==> src/rtl/periph_bus_arbiter_if.sv <==
// Signal bundle between the two bus masters, the arbiter and the peripheral register block.
// The slave modport is the arbiter's view; the master modport is the view of the masters and the peripheral.
interface periph_bus_arbiter_if #(
    parameter int unsigned ADDR_W = 32,
    parameter int unsigned DATA_W = 32
);
    // Master 0 (CPU data port)
    logic              m0_req;
    logic              m0_wr;
    logic [ADDR_W-1:0] m0_addr;
    logic [DATA_W-1:0] m0_wdata;
    logic              m0_gnt;
    logic              m0_done;
    logic [DATA_W-1:0] m0_rdata;

    // Master 1 (secondary engine)
    logic              m1_req;
    logic              m1_wr;
    logic [ADDR_W-1:0] m1_addr;
    logic [DATA_W-1:0] m1_wdata;
    logic              m1_gnt;
    logic              m1_done;
    logic [DATA_W-1:0] m1_rdata;

    // Peripheral port
    logic              p_rd;
    logic              p_wr;
    logic [ADDR_W-1:0] p_addr;
    logic [DATA_W-1:0] p_wdata;
    logic [DATA_W-1:0] p_rdata;

    modport slave (
        input  m0_req, m0_wr, m0_addr, m0_wdata,
        output m0_gnt, m0_done, m0_rdata,
        input  m1_req, m1_wr, m1_addr, m1_wdata,
        output m1_gnt, m1_done, m1_rdata,
        output p_rd, p_wr, p_addr, p_wdata,
        input  p_rdata
    );

    modport master (
        output m0_req, m0_wr, m0_addr, m0_wdata,
        input  m0_gnt, m0_done, m0_rdata,
        output m1_req, m1_wr, m1_addr, m1_wdata,
        input  m1_gnt, m1_done, m1_rdata,
        input  p_rd, p_wr, p_addr, p_wdata,
        output p_rdata
    );
endinterface

==> src/rtl/periph_bus_arbiter.sv <==
// Round-robin arbiter sharing the peripheral register bus between two masters,
// one transaction per grant, with a fixed peripheral read latency.
module periph_bus_arbiter #(
    parameter int unsigned ADDR_W = 32,
    parameter int unsigned DATA_W = 32,
    parameter int unsigned RD_LAT = 1
) (
    input logic                 clk,
    input logic                 reset,
    periph_bus_arbiter_if.slave bus
);

    typedef enum logic [1:0] {
        StIdle   = 2'd0,
        StAccess = 2'd1,
        StWait   = 2'd2,
        StResp   = 2'd3
    } state_t;

    localparam logic [2:0] LatCnt = 3'(RD_LAT);

    state_t            state_q, state_d;
    logic              last_q, last_d;
    logic [2:0]        cnt_q, cnt_d;
    logic              wr_q, wr_d;
    logic [ADDR_W-1:0] addr_q, addr_d;
    logic [DATA_W-1:0] wdata_q, wdata_d;
    logic [DATA_W-1:0] rdata0_q, rdata0_d;
    logic [DATA_W-1:0] rdata1_q, rdata1_d;

    logic any_req;
    logic pick;

    assign any_req = bus.m0_req | bus.m1_req;
    // On a tie the master that did not win last time goes next.
    assign pick = (bus.m0_req & bus.m1_req) ? ~last_q : bus.m1_req;

    always_comb begin
        state_d  = state_q;
        last_d   = last_q;
        cnt_d    = cnt_q;
        wr_d     = wr_q;
        addr_d   = addr_q;
        wdata_d  = wdata_q;
        rdata0_d = rdata0_q;
        rdata1_d = rdata1_q;

        unique case (state_q)
            StIdle, StResp: begin
                if (any_req) begin
                    state_d = StAccess;
                    last_d  = pick;
                    wr_d    = pick ? bus.m1_wr    : bus.m0_wr;
                    addr_d  = pick ? bus.m1_addr  : bus.m0_addr;
                    wdata_d = pick ? bus.m1_wdata : bus.m0_wdata;
                end else begin
                    state_d = StIdle;
                end
            end
            StAccess: begin
                if (wr_q) begin
                    state_d = StResp;
                end else begin
                    state_d = StWait;
                    cnt_d   = LatCnt;
                end
            end
            StWait: begin
                cnt_d = cnt_q - 3'd1;
                if (cnt_q == 3'd1) begin
                    state_d = StResp;
                    if (last_q) begin
                        rdata1_d = bus.p_rdata;
                    end else begin
                        rdata0_d = bus.p_rdata;
                    end
                end
            end
            default: state_d = StIdle;
        endcase
    end

    always_ff @(posedge clk) begin
        if (reset) begin
            state_q  <= StIdle;
            last_q   <= 1'b1;
            cnt_q    <= '0;
            wr_q     <= 1'b0;
            addr_q   <= '0;
            wdata_q  <= '0;
            rdata0_q <= '0;
            rdata1_q <= '0;
        end else begin
            state_q  <= state_d;
            last_q   <= last_d;
            cnt_q    <= cnt_d;
            wr_q     <= wr_d;
            addr_q   <= addr_d;
            wdata_q  <= wdata_d;
            rdata0_q <= rdata0_d;
            rdata1_q <= rdata1_d;
        end
    end

    // last_q always names the master owning the transaction in flight.
    assign bus.m0_gnt   = (state_q == StAccess) & ~last_q;
    assign bus.m1_gnt   = (state_q == StAccess) &  last_q;
    assign bus.m0_done  = (state_q == StResp)   & ~last_q;
    assign bus.m1_done  = (state_q == StResp)   &  last_q;
    assign bus.m0_rdata = rdata0_q;
    assign bus.m1_rdata = rdata1_q;

    assign bus.p_wr    = (state_q == StAccess) &  wr_q;
    assign bus.p_rd    = (state_q == StAccess) & ~wr_q;
    assign bus.p_addr  = addr_q;
    assign bus.p_wdata = wdata_q;

endmodule
==> src/flat_wrapper.sv <==
// flat-port wrapper written by rule: the top's interface ports become plain ports
module periph_bus_arbiter_flat 
#(
    parameter int unsigned ADDR_W = 32,
    parameter int unsigned DATA_W = 32,
    parameter int unsigned RD_LAT = 1
)
  (clk, reset, bus_m0_req, bus_m0_wr, bus_m0_addr, bus_m0_wdata, bus_m0_gnt, bus_m0_done, bus_m0_rdata, bus_m1_req, bus_m1_wr, bus_m1_addr, bus_m1_wdata, bus_m1_gnt, bus_m1_done, bus_m1_rdata, bus_p_rd, bus_p_wr, bus_p_addr, bus_p_wdata, bus_p_rdata);
  periph_bus_arbiter_if #(.ADDR_W(ADDR_W), .DATA_W(DATA_W)) bus_i ();
  input logic clk;
  input logic reset;
  input wire logic [$bits(bus_i.m0_req)-1:0] bus_m0_req;
  input wire logic [$bits(bus_i.m0_wr)-1:0] bus_m0_wr;
  input wire logic [$bits(bus_i.m0_addr)-1:0] bus_m0_addr;
  input wire logic [$bits(bus_i.m0_wdata)-1:0] bus_m0_wdata;
  output wire logic [$bits(bus_i.m0_gnt)-1:0] bus_m0_gnt;
  output wire logic [$bits(bus_i.m0_done)-1:0] bus_m0_done;
  output wire logic [$bits(bus_i.m0_rdata)-1:0] bus_m0_rdata;
  input wire logic [$bits(bus_i.m1_req)-1:0] bus_m1_req;
  input wire logic [$bits(bus_i.m1_wr)-1:0] bus_m1_wr;
  input wire logic [$bits(bus_i.m1_addr)-1:0] bus_m1_addr;
  input wire logic [$bits(bus_i.m1_wdata)-1:0] bus_m1_wdata;
  output wire logic [$bits(bus_i.m1_gnt)-1:0] bus_m1_gnt;
  output wire logic [$bits(bus_i.m1_done)-1:0] bus_m1_done;
  output wire logic [$bits(bus_i.m1_rdata)-1:0] bus_m1_rdata;
  output wire logic [$bits(bus_i.p_rd)-1:0] bus_p_rd;
  output wire logic [$bits(bus_i.p_wr)-1:0] bus_p_wr;
  output wire logic [$bits(bus_i.p_addr)-1:0] bus_p_addr;
  output wire logic [$bits(bus_i.p_wdata)-1:0] bus_p_wdata;
  input wire logic [$bits(bus_i.p_rdata)-1:0] bus_p_rdata;
  assign bus_i.m0_req = bus_m0_req;
  assign bus_i.m0_wr = bus_m0_wr;
  assign bus_i.m0_addr = bus_m0_addr;
  assign bus_i.m0_wdata = bus_m0_wdata;
  assign bus_m0_gnt = bus_i.m0_gnt;
  assign bus_m0_done = bus_i.m0_done;
  assign bus_m0_rdata = bus_i.m0_rdata;
  assign bus_i.m1_req = bus_m1_req;
  assign bus_i.m1_wr = bus_m1_wr;
  assign bus_i.m1_addr = bus_m1_addr;
  assign bus_i.m1_wdata = bus_m1_wdata;
  assign bus_m1_gnt = bus_i.m1_gnt;
  assign bus_m1_done = bus_i.m1_done;
  assign bus_m1_rdata = bus_i.m1_rdata;
  assign bus_p_rd = bus_i.p_rd;
  assign bus_p_wr = bus_i.p_wr;
  assign bus_p_addr = bus_i.p_addr;
  assign bus_p_wdata = bus_i.p_wdata;
  assign bus_i.p_rdata = bus_p_rdata;
  periph_bus_arbiter #(.ADDR_W(ADDR_W), .DATA_W(DATA_W), .RD_LAT(RD_LAT)) u_core (.clk(clk), .reset(reset), .bus(bus_i));
endmodule
==> config.mk <==
export PLATFORM = sky130hd
export DESIGN_NAME = periph_bus_arbiter_flat
export DESIGN_NICKNAME = d
export VERILOG_FILES = /design/src/rtl/periph_bus_arbiter_if.sv /design/src/rtl/periph_bus_arbiter.sv /design/src/flat_wrapper.sv
export SDC_FILE = /design/constraint.sdc
export NUM_CORES = 1
export LEC_CHECK = 0
export BUFFER_PORTS_ARGS = -buffer_cell sky130_fd_sc_hd__buf_2
export CAP_MARGIN = 40
export CELL_PAD_IN_SITES_DETAIL_PLACEMENT = 0
export CELL_PAD_IN_SITES_GLOBAL_PLACEMENT = 2
export CORE_MARGIN = 2
export CORE_UTILIZATION = 25
export DETAILED_ROUTE_END_ITERATION = 10
export PLACE_DENSITY_LB_ADDON = 0.1
export SLEW_MARGIN = 10
export SYNTH_ARGS = -nofsm -noshare
export SYNTH_HDL_FRONTEND = slang
export SYNTH_SLANG_ARGS = --single-unit
==> constraint.sdc <==
create_clock -name clk -period 2.4 [get_ports clk]
set_input_delay 0.12 -clock clk [delete_from_list [all_inputs] [get_ports clk]]
set_output_delay 0.12 -clock clk [all_outputs]
set_load 0.01 [all_outputs]
; ---- Word level (Yosys, flattened, before mapping)
; Cells that the tools add are included.
[op_classes]
bitwise = 10
reduce_logical = 7
n_eq_ne = 6
muxes = 10
n_addsub = 1
[op_table]
columns = cell, count
row1 = $mux W32, 2
row2 = $and A1 B1 Y1, 7
row3 = $pmux W2 S3, 1
row4 = $pmux W3 S2, 1
row5 = $reduce_and A3 Y1, 2
row6 = $eq A2 B2 Y1 const B, 2
row7 = $mux W1, 4
row8 = $reduce_and A2 Y1, 2
row9 = $eq A3 B1 Y1 const B, 1
row10 = $mux W3, 1
row11 = $sub A3 B1 Y3 const B, 1
row12 = $eq A2 B1 Y1 const B, 1
row13 = $logic_not A2 Y1, 1
row14 = $mux W2, 1
row15 = $ne A2 B1 Y1 const B, 1
row16 = $ne A2 B2 Y1 const B, 1
row17 = $not A1 Y1, 2
row18 = $reduce_bool A2 Y1, 1
row19 = $reduce_or A2 Y1, 1
row20 = $or A1 B1 Y1, 1
[word_totals]
out_inout_bits = 134
inputBits = 166
ff_bits = 135
wordCells = 42

; ---- Logic depth before layout (Yosys ltp)
; Gate-level depths: netlist (run 1).
[depth]
word_depth = 3
depth_mapped = 8
mapped_depth_nobuf = 5

; ---- Worst setup path before layout (run 1)
; No wires, ideal clock.
[synth_path]
path_kind = reg-to-reg
start = register u_core.state_q[0]
end = register u_core.wdata_q[10] (netlist: u_core.bus.p_wdata[10])
period_less_slack_ps = 1635
path_slack_ps = 765
path_buffers = 3
stages_incl_launch_ff = 8
required_ps = 2253
setup_time_ps = 147
arrival_ps = 1488
cell_sequence = dfxtp_1 -> inv_1 -> ha_1 -> o21a_1 -> buf_2 -> buf_6 -> buf_2 -> a311oi_2
[synth_via]
elab_chain_len = 3
word_cells_on_any_way = 4
cone_classes = 1 x eq/ne / 3 x reduce/logical
[synth_rtl]
columns = element, line_no
row1 = "start, declared", periph_bus_arbiter.sv:22  ; state_t state_q, state_d;
row2 = "start signal, assigned", periph_bus_arbiter.sv:85  ; state_q <= StIdle;
row3 = "start signal, assigned", periph_bus_arbiter.sv:94  ; state_q <= state_d;
row4 = $eq A2 B2 Y1 or $logic_not A2 Y1 (tied branches), periph_bus_arbiter.sv:48  ; unique case (state_q)
row5 = $reduce_or A2 Y1 *, periph_bus_arbiter.sv:48
row6 = $reduce_and A2 Y1 (no source line) *, n/a
row7 = "end signal, assigned", periph_bus_arbiter.sv:99  ; wdata_q <= wdata_d;
row8 = "end, declared", periph_bus_arbiter.sv:27  ; logic [DATA_W-1:0] wdata_q, wdata_d;
; Every way passes the cells marked *; elsewhere a longest branch is shown, timed or not.
; A chain may end at the register's enable or synchronous reset.

; ---- Worst setup path in the final report (run 1)
[layout_path]
start = register u_core.state_q[0]
end = register u_core.addr_q[16] (netlist: u_core.bus.p_addr[16])
[layout_via]
elab_chain_len = 3
word_cells_on_any_way = 4
cone_classes = 1 x eq/ne / 3 x reduce/logical
[layout_rtl]
columns = element, line_no
row1 = $eq A2 B2 Y1 or $logic_not A2 Y1 (tied branches), periph_bus_arbiter.sv:48
row2 = $reduce_or A2 Y1 *, periph_bus_arbiter.sv:48
row3 = $reduce_and A2 Y1 (no source line) *, n/a
row4 = "end signal, assigned", periph_bus_arbiter.sv:98  ; addr_q <= addr_d;
row5 = "end, declared", periph_bus_arbiter.sv:26  ; logic [ADDR_W-1:0] addr_q, addr_d;
; Marks and branches as above.

==> impl_metrics.toml, run 1 <==
[logic_synthesis]
yosys.area_share.simple = 0.229
syn-cell-area_um2 = 5940
yosysSeqAreaShare = 0.455
ys_top_cells_by_area = "dfxtp_1 46%, nand2_1 16%, a311oi_2 15%"
synth-xor-area-share = 0
synth_nets = 870
async_reset_ff_frac = 0
avgSynthCellArea_um2 = 8.52
yosysWarnings = 0
synth-seq-cells = 135
synth-main-ff-cell = "dfxtp_1"
synth_compound_area_frac = 0.234
yosysTopAreaCell = "dfxtp_1"
synth_cell_types = 30
netlist_instances = 697
synthMuxAreaShare = 0
synth-adder-area-share = 0.0147
synth_edf_count = 0
synth_top_family_by_area = "compound AO/OA/AOI/OAI gates"
synth_top_area_share = 0.455

[global_route]
grt_first_pass_wirelength_um = 32800
antenna_found_initial = 2
grt_remaining_overflow = 0
grt_pass1_vias = 6440
grt_max_degree = 76
gr-usage-all-layers = 0.167

[power]
switching_share = 0.362
power.switching_w = 0.00378
peakVddDrop_mv = 0.701
leakage_nw = 4.48
power.internal_w = 0.00665
seqPwrFrac = 0.297
clockPowerShare = 0.247
power_density_nw_per_um2 = 1050
finalPower_w = 0.0104
pwr-share-comb = 0.456

[routing]
drc = 0
wire_per_inst_um = 14.8
drtPass1Iterations = 4
drt_iter0_drc = 259
routed_wl_um = 21900
vias_per_cell = 4.35
ant_nets = 0
dr_total_vias = 6409

[place]
gp_congestion = 0.713
io_buffers = 299
dp_cells = 1270
dp_hpwl_um = 13800
place_area_um2 = 7630

[floorplan]
fp.dieW_um = 158
initial_core_util = 0.254
io_pins = 300
row_count = 56
die_area_um2 = 25000
fp.dieH_um = 158
coreArea_um2 = 23400

[sta]
fin_crit_ns = 2.24
fin_setup_tns_ns = 0
slew_headroom = 0.534
drv_slew = 0
timing.fmax_mhz = 446
hold_violations = 0
fin_skew_ns = 0.0121
tightest_slew_ns = 0.699
setup_violations = 0
hold_slack_ns = 0.168
rsz0062_at_grt = "no"
finalCritPeriodShare = 0.934

[worst_setup_path]
path_max_fanout = 26
end_kind = "register"
cp.arrival_ns = 2.59
crit_type = "reg -> reg"
worstPathRequired_ns = 2.75
crit_path_start_kind = "register"

[final_layout]
layout_commonest_cell = "buf_2"
final_cell_mix = "298 x buf_2, 259 x nand2_1, 162 x dlygate4sd3_1"
final_cell_count_no_fill = 1472
fin_area_um2 = 9950
drive_gt1_frac = 0.361
area_delta_synth_final_pct = 67.6
nFillCells = 2503
nets = 1309

[status]
outcome = "completed"

[cts]
root_buffer = "clkbuf_16"
path_clk_slew_ns = 0.06
clk_latency_ns = 0.42
cts_tree = "done"
htree_levels = 4
cts_buffer_depth = 2
cts_buffers = 17
cts_sinks = 135

[run]
cap_violations = 0

[hold_path]
hp-class = "in -> reg"
==> final timing paths <==
check	start	to	slack (ns)	depth (start not counted)
worst max-delay path	u_core.state_q[0]	u_core.bus.p_addr[16]	0.16	7
worst min-delay path	bus_m0_req	u_core.last_q	0.17	3
worst max register to register	u_core.state_q[0]	u_core.bus.p_addr[16]	0.16	7
worst min register to register	u_core.bus.m0_rdata[28]	u_core.bus.m0_rdata[28]	0.45	2
==> logic make-up (layout without fill, tap and decap cells) <==
logic type,Yosys count,count (layout)
adder cells (fa/ha/maj),7,7
buffers and inverters,64,516
AND/OR/NAND/NOR,345,345
AO/OA/AOI/OAI,146,146
flip-flops,135,135
other,0,4
==> worst max-delay path, stage by stage (launching register included) <==
cell,delay (ns)
dfxtp_1,0.38
inv_1,0.12
ha_4,0.31
o21a_4,0.24
buf_12,0.22
nor2_1,0.07
a311oi_2,0.24
dlygate4sd3_1,0.59
==> layer usage <==
layer / up-vias / share of wire / GRT usage
met3: 21 / 0.079 / 0.0641
met5: - / 0 / 0
li1: 3229 / - / -
met2: 196 / 0.48 / 0.276
met1: 2963 / 0.43 / 0.197
met4: 0 / 0.015 / 0.0553
==> cell usage after synthesis (2+ instances only) <==
| library cell | count |
|---|---|
| a21oi_1 | 68 |
| a311oi_1 | 6 |
| a311oi_2 | 60 |
| a31oi_1 | 2 |
| and2_1 | 5 |
| buf_2 | 14 |
| buf_4 | 18 |
| buf_6 | 10 |
| clkbuf_1 | 17 |
| dfxtp_1 | 135 |
| ha_1 | 7 |
| inv_1 | 4 |
| nand2_1 | 259 |
| nand2b_1 | 2 |
| nor2_1 | 67 |
| nor2b_1 | 6 |
| o21a_1 | 2 |
| o21ai_0 | 3 |
==> registers in the layout, summed over array words and instances (netlist names) <==
register / flops
u_core.bus.m0_rdata: 32
u_core.bus.m1_rdata: 32
u_core.cnt_q: 3
u_core.wr_q: 1
u_core.bus.p_addr: 32
u_core.bus.p_wdata: 32
u_core.state_q: 2
u_core.last_q: 1
==> per-stage QoR <==
| step | utilization | setup WS, ns |
|---|---|---|
| finish | 0.425 | 0.158 |
| global route | 0.425 | 0.00305 |
| CTS | 0.420 | 0.0382 |
| detailed placement | 0.326 | 0.581 |
| global placement | 0.326 | 0.640 |
| floorplan | - | 0.765 |
==> power by group through the flow <==
stage | Clock [W] | Sequential, W | Combinational [W]
floorplan | 0 | 0.00333 | 0.00237
global placement | 0 | 0.00314 | 0.00354
detailed placement | 0 | 0.00313 | 0.00355
CTS | 0.00267 | 0.00310 | 0.00435
global route | 0.00274 | 0.00317 | 0.00523
finish | 0.00258 | 0.00310 | 0.00475
==> cell type report <==
class                           instances  area, µm²  share of cell area
Timing Repair Buffer                  480       3390               0.340
Inverter                                4       15.0             0.00151
Tap cell                              319        399              0.0401
Clock buffer                           19        453              0.0455
Multi-Input combinational cell        498       2860               0.288
Clock inverter                         13        121              0.0122
Sequential cell                       135       2700               0.272
Antenna cell                            4       10.0             0.00101
==> timing repair <==
action | 4_1_cts | 5_1_grt
setup buffers | 0 | 1
gates resized for setup | 0 | 8
hold endpoints to repair | 129 | 0
hold buffers | 162 | 0
endpoints found under the setup margin | 0 | 65
No activity file was read; power rests on OpenSTA's default activity.
==> inputs of run 2 (changes only) <==
==> constraint.sdc (replaced) <==
create_clock -name clk -period 2.4 [get_ports clk]
set_input_delay 0.48 -clock clk [delete_from_list [all_inputs] [get_ports clk]]
set_output_delay 0.48 -clock clk [all_outputs]
set_load 0.01 [all_outputs]
==> run 2 against run 1 <==
Wire length decreased by 9.4%; combinational power down 26%; register-to-register slack improved by 0.39 ns; cell count decreased by 12%; highest routed layer is now met5; via count is 13% lower; largest cell class is now multi-input gates; count of clock-buffer cells in the layout is the same.
==> impl_metrics.toml, run 2 (synthesized netlist as in run 1, its figures left out) <==
[sta]
tightest_slew_ns = 0.677
hold_violations = 0
setup_violations = 0
fin_crit_ns = 1.94
fin_skew_ns = 0.00952
rsz0062_at_grt = "no"
slew_headroom = 0.548
drv_slew = 0
timing.fmax_mhz = 516
fin_setup_tns_ns = 0
finalCritPeriodShare = 0.808
timing.final.ws_setup_ns = 0.460

[routing]
wire_per_inst_um = 15.2
routed_wl_um = 19800
dr_total_vias = 5595
drt_iter0_drc = 196
vias_per_cell = 4.30
drtPass1Iterations = 4
drc = 0
ant_nets = 0

[worst_setup_path]
crit_type = "reg -> out"
critPathSlowestCell = "dfxtp_1"
crit_path_start_kind = "register"
end_kind = "primary output"
cp.buffers_inverters = 2
cp.arrival_ns = 1.46
worstPathRequired_ns = 1.92
path_max_fanout = 5
worstPathCellList = "inv_1, ha_1, and2_1, buf_2"
cp_top_family = "flip-flops"
max_stage_delay_ns = 0.39

[place]
gp_congestion = 0.709
dp_slack_ns = 0.567
dp_hpwl_um = 13700
dp_cells = 1270
io_buffers = 299

[global_route]
gr-usage-all-layers = 0.154
grt_first_pass_wirelength_um = 29600
antenna_found_initial = 5
grt_max_degree = 80
grt_pass1_vias = 5407
grt_remaining_overflow = 0

[floorplan]
fp.dieH_um = 158
initial_core_util = 0.254
row_count = 56
fp.dieW_um = 158
io_pins = 300
coreArea_um2 = 23400
die_area_um2 = 25000

[cts]
cts_sinks = 135
cts-resized-gates = 0
cts_tree = "done"
clk_latency_ns = 0.41
htree_levels = 4
cts_buffers = 17
cts_buffer_depth = 2
post_cts_buffers = 0
hold_buffers = 0
path_clk_slew_ns = 0.06
root_buffer = "clkbuf_16"

[hold_path]
hp-class = "in -> reg"

[final_layout]
area_delta_synth_final_pct = 40.0
layout_commonest_cell = "buf_2"
nets = 1143
final_cell_mix = "298 x buf_2, 259 x nand2_1, 135 x dfxtp_1"
drive_gt1_frac = 0.415
final_cell_count_no_fill = 1301
fin_util = 0.355

[run]
cap_violations = 0

[power]
peakVddDrop_mv = 0.658
finalPower_w = 0.00951
power_density_nw_per_um2 = 1140
leakage_nw = 3.70

[status]
outcome = "completed"
run 2: changes by cell type in the layout (fill, tap and decap cells not counted), sizes merged:
cell         delta
clkbuf          -2
bufinv          +4
buf             -2
diode           -3
dlygate4sd3   -162
inv             -1
clkinv          -5
run 2: cell type report:
cell class / count / area, µm²
Clock buffer: 19 / 443
Sequential cell: 135 / 2700
Tap cell: 319 / 399
Antenna cell: 1 / 2.50
Fill cell: 2602 / 15100
Multi-Input combinational cell: 498 / 2850
Inverter: 4 / 15.0
Clock inverter: 11 / 196
Timing Repair Buffer: 314 / 1700
run 2: where the power goes:
part,internal (W),switching (W),total (W)
clock,0.00187,0.00103,0.00290
sequential,0.00279,0.000302,0.00309
combinational,0.00144,0.00208,0.00353
run 2: metrics by stage:
step           hold slack (ns)  instance area (µm²)
6_report                 0.309                 8310
3_5_place_dp             0.444                 7670
2_1_floorplan            0.450                 5940
5_1_grt                  0.296                 8310
4_1_cts                  0.287                 8310
3_3_place_gp             0.439                 7670
run 2: worst reg2reg max path: cells and delay by family (launching register included):
kind	cells	cell delay (ns)
flops	1	0.38
simple gates	1	0.16
fa+ha+maj	1	0.37
buf+inv	2	0.44
compound gates	2	0.41
run 2: worst paths after layout:
path | end | cells past startpoint | slack [ns] | from
max | bus_m1_gnt | 4 | 0.46 | u_core.state_q[1]
min | u_core.bus.m1_rdata[10] | 3 | 0.31 | bus_p_rdata[10]
max reg2reg | u_core.bus.p_wdata[21] | 6 | 0.55 | u_core.state_q[0]
min reg2reg | u_core.bus.m1_rdata[25] | 2 | 0.45 | u_core.bus.m1_rdata[25]
run 2: layer usage:
layer,vias up,wire [µm],GRT usage
met2,180,8860,0.238
met3,17,1940,0.0714
li1,2890,-,-
met1,2502,8780,0.193
met4,6,186,0.0416
met5,-,28,0
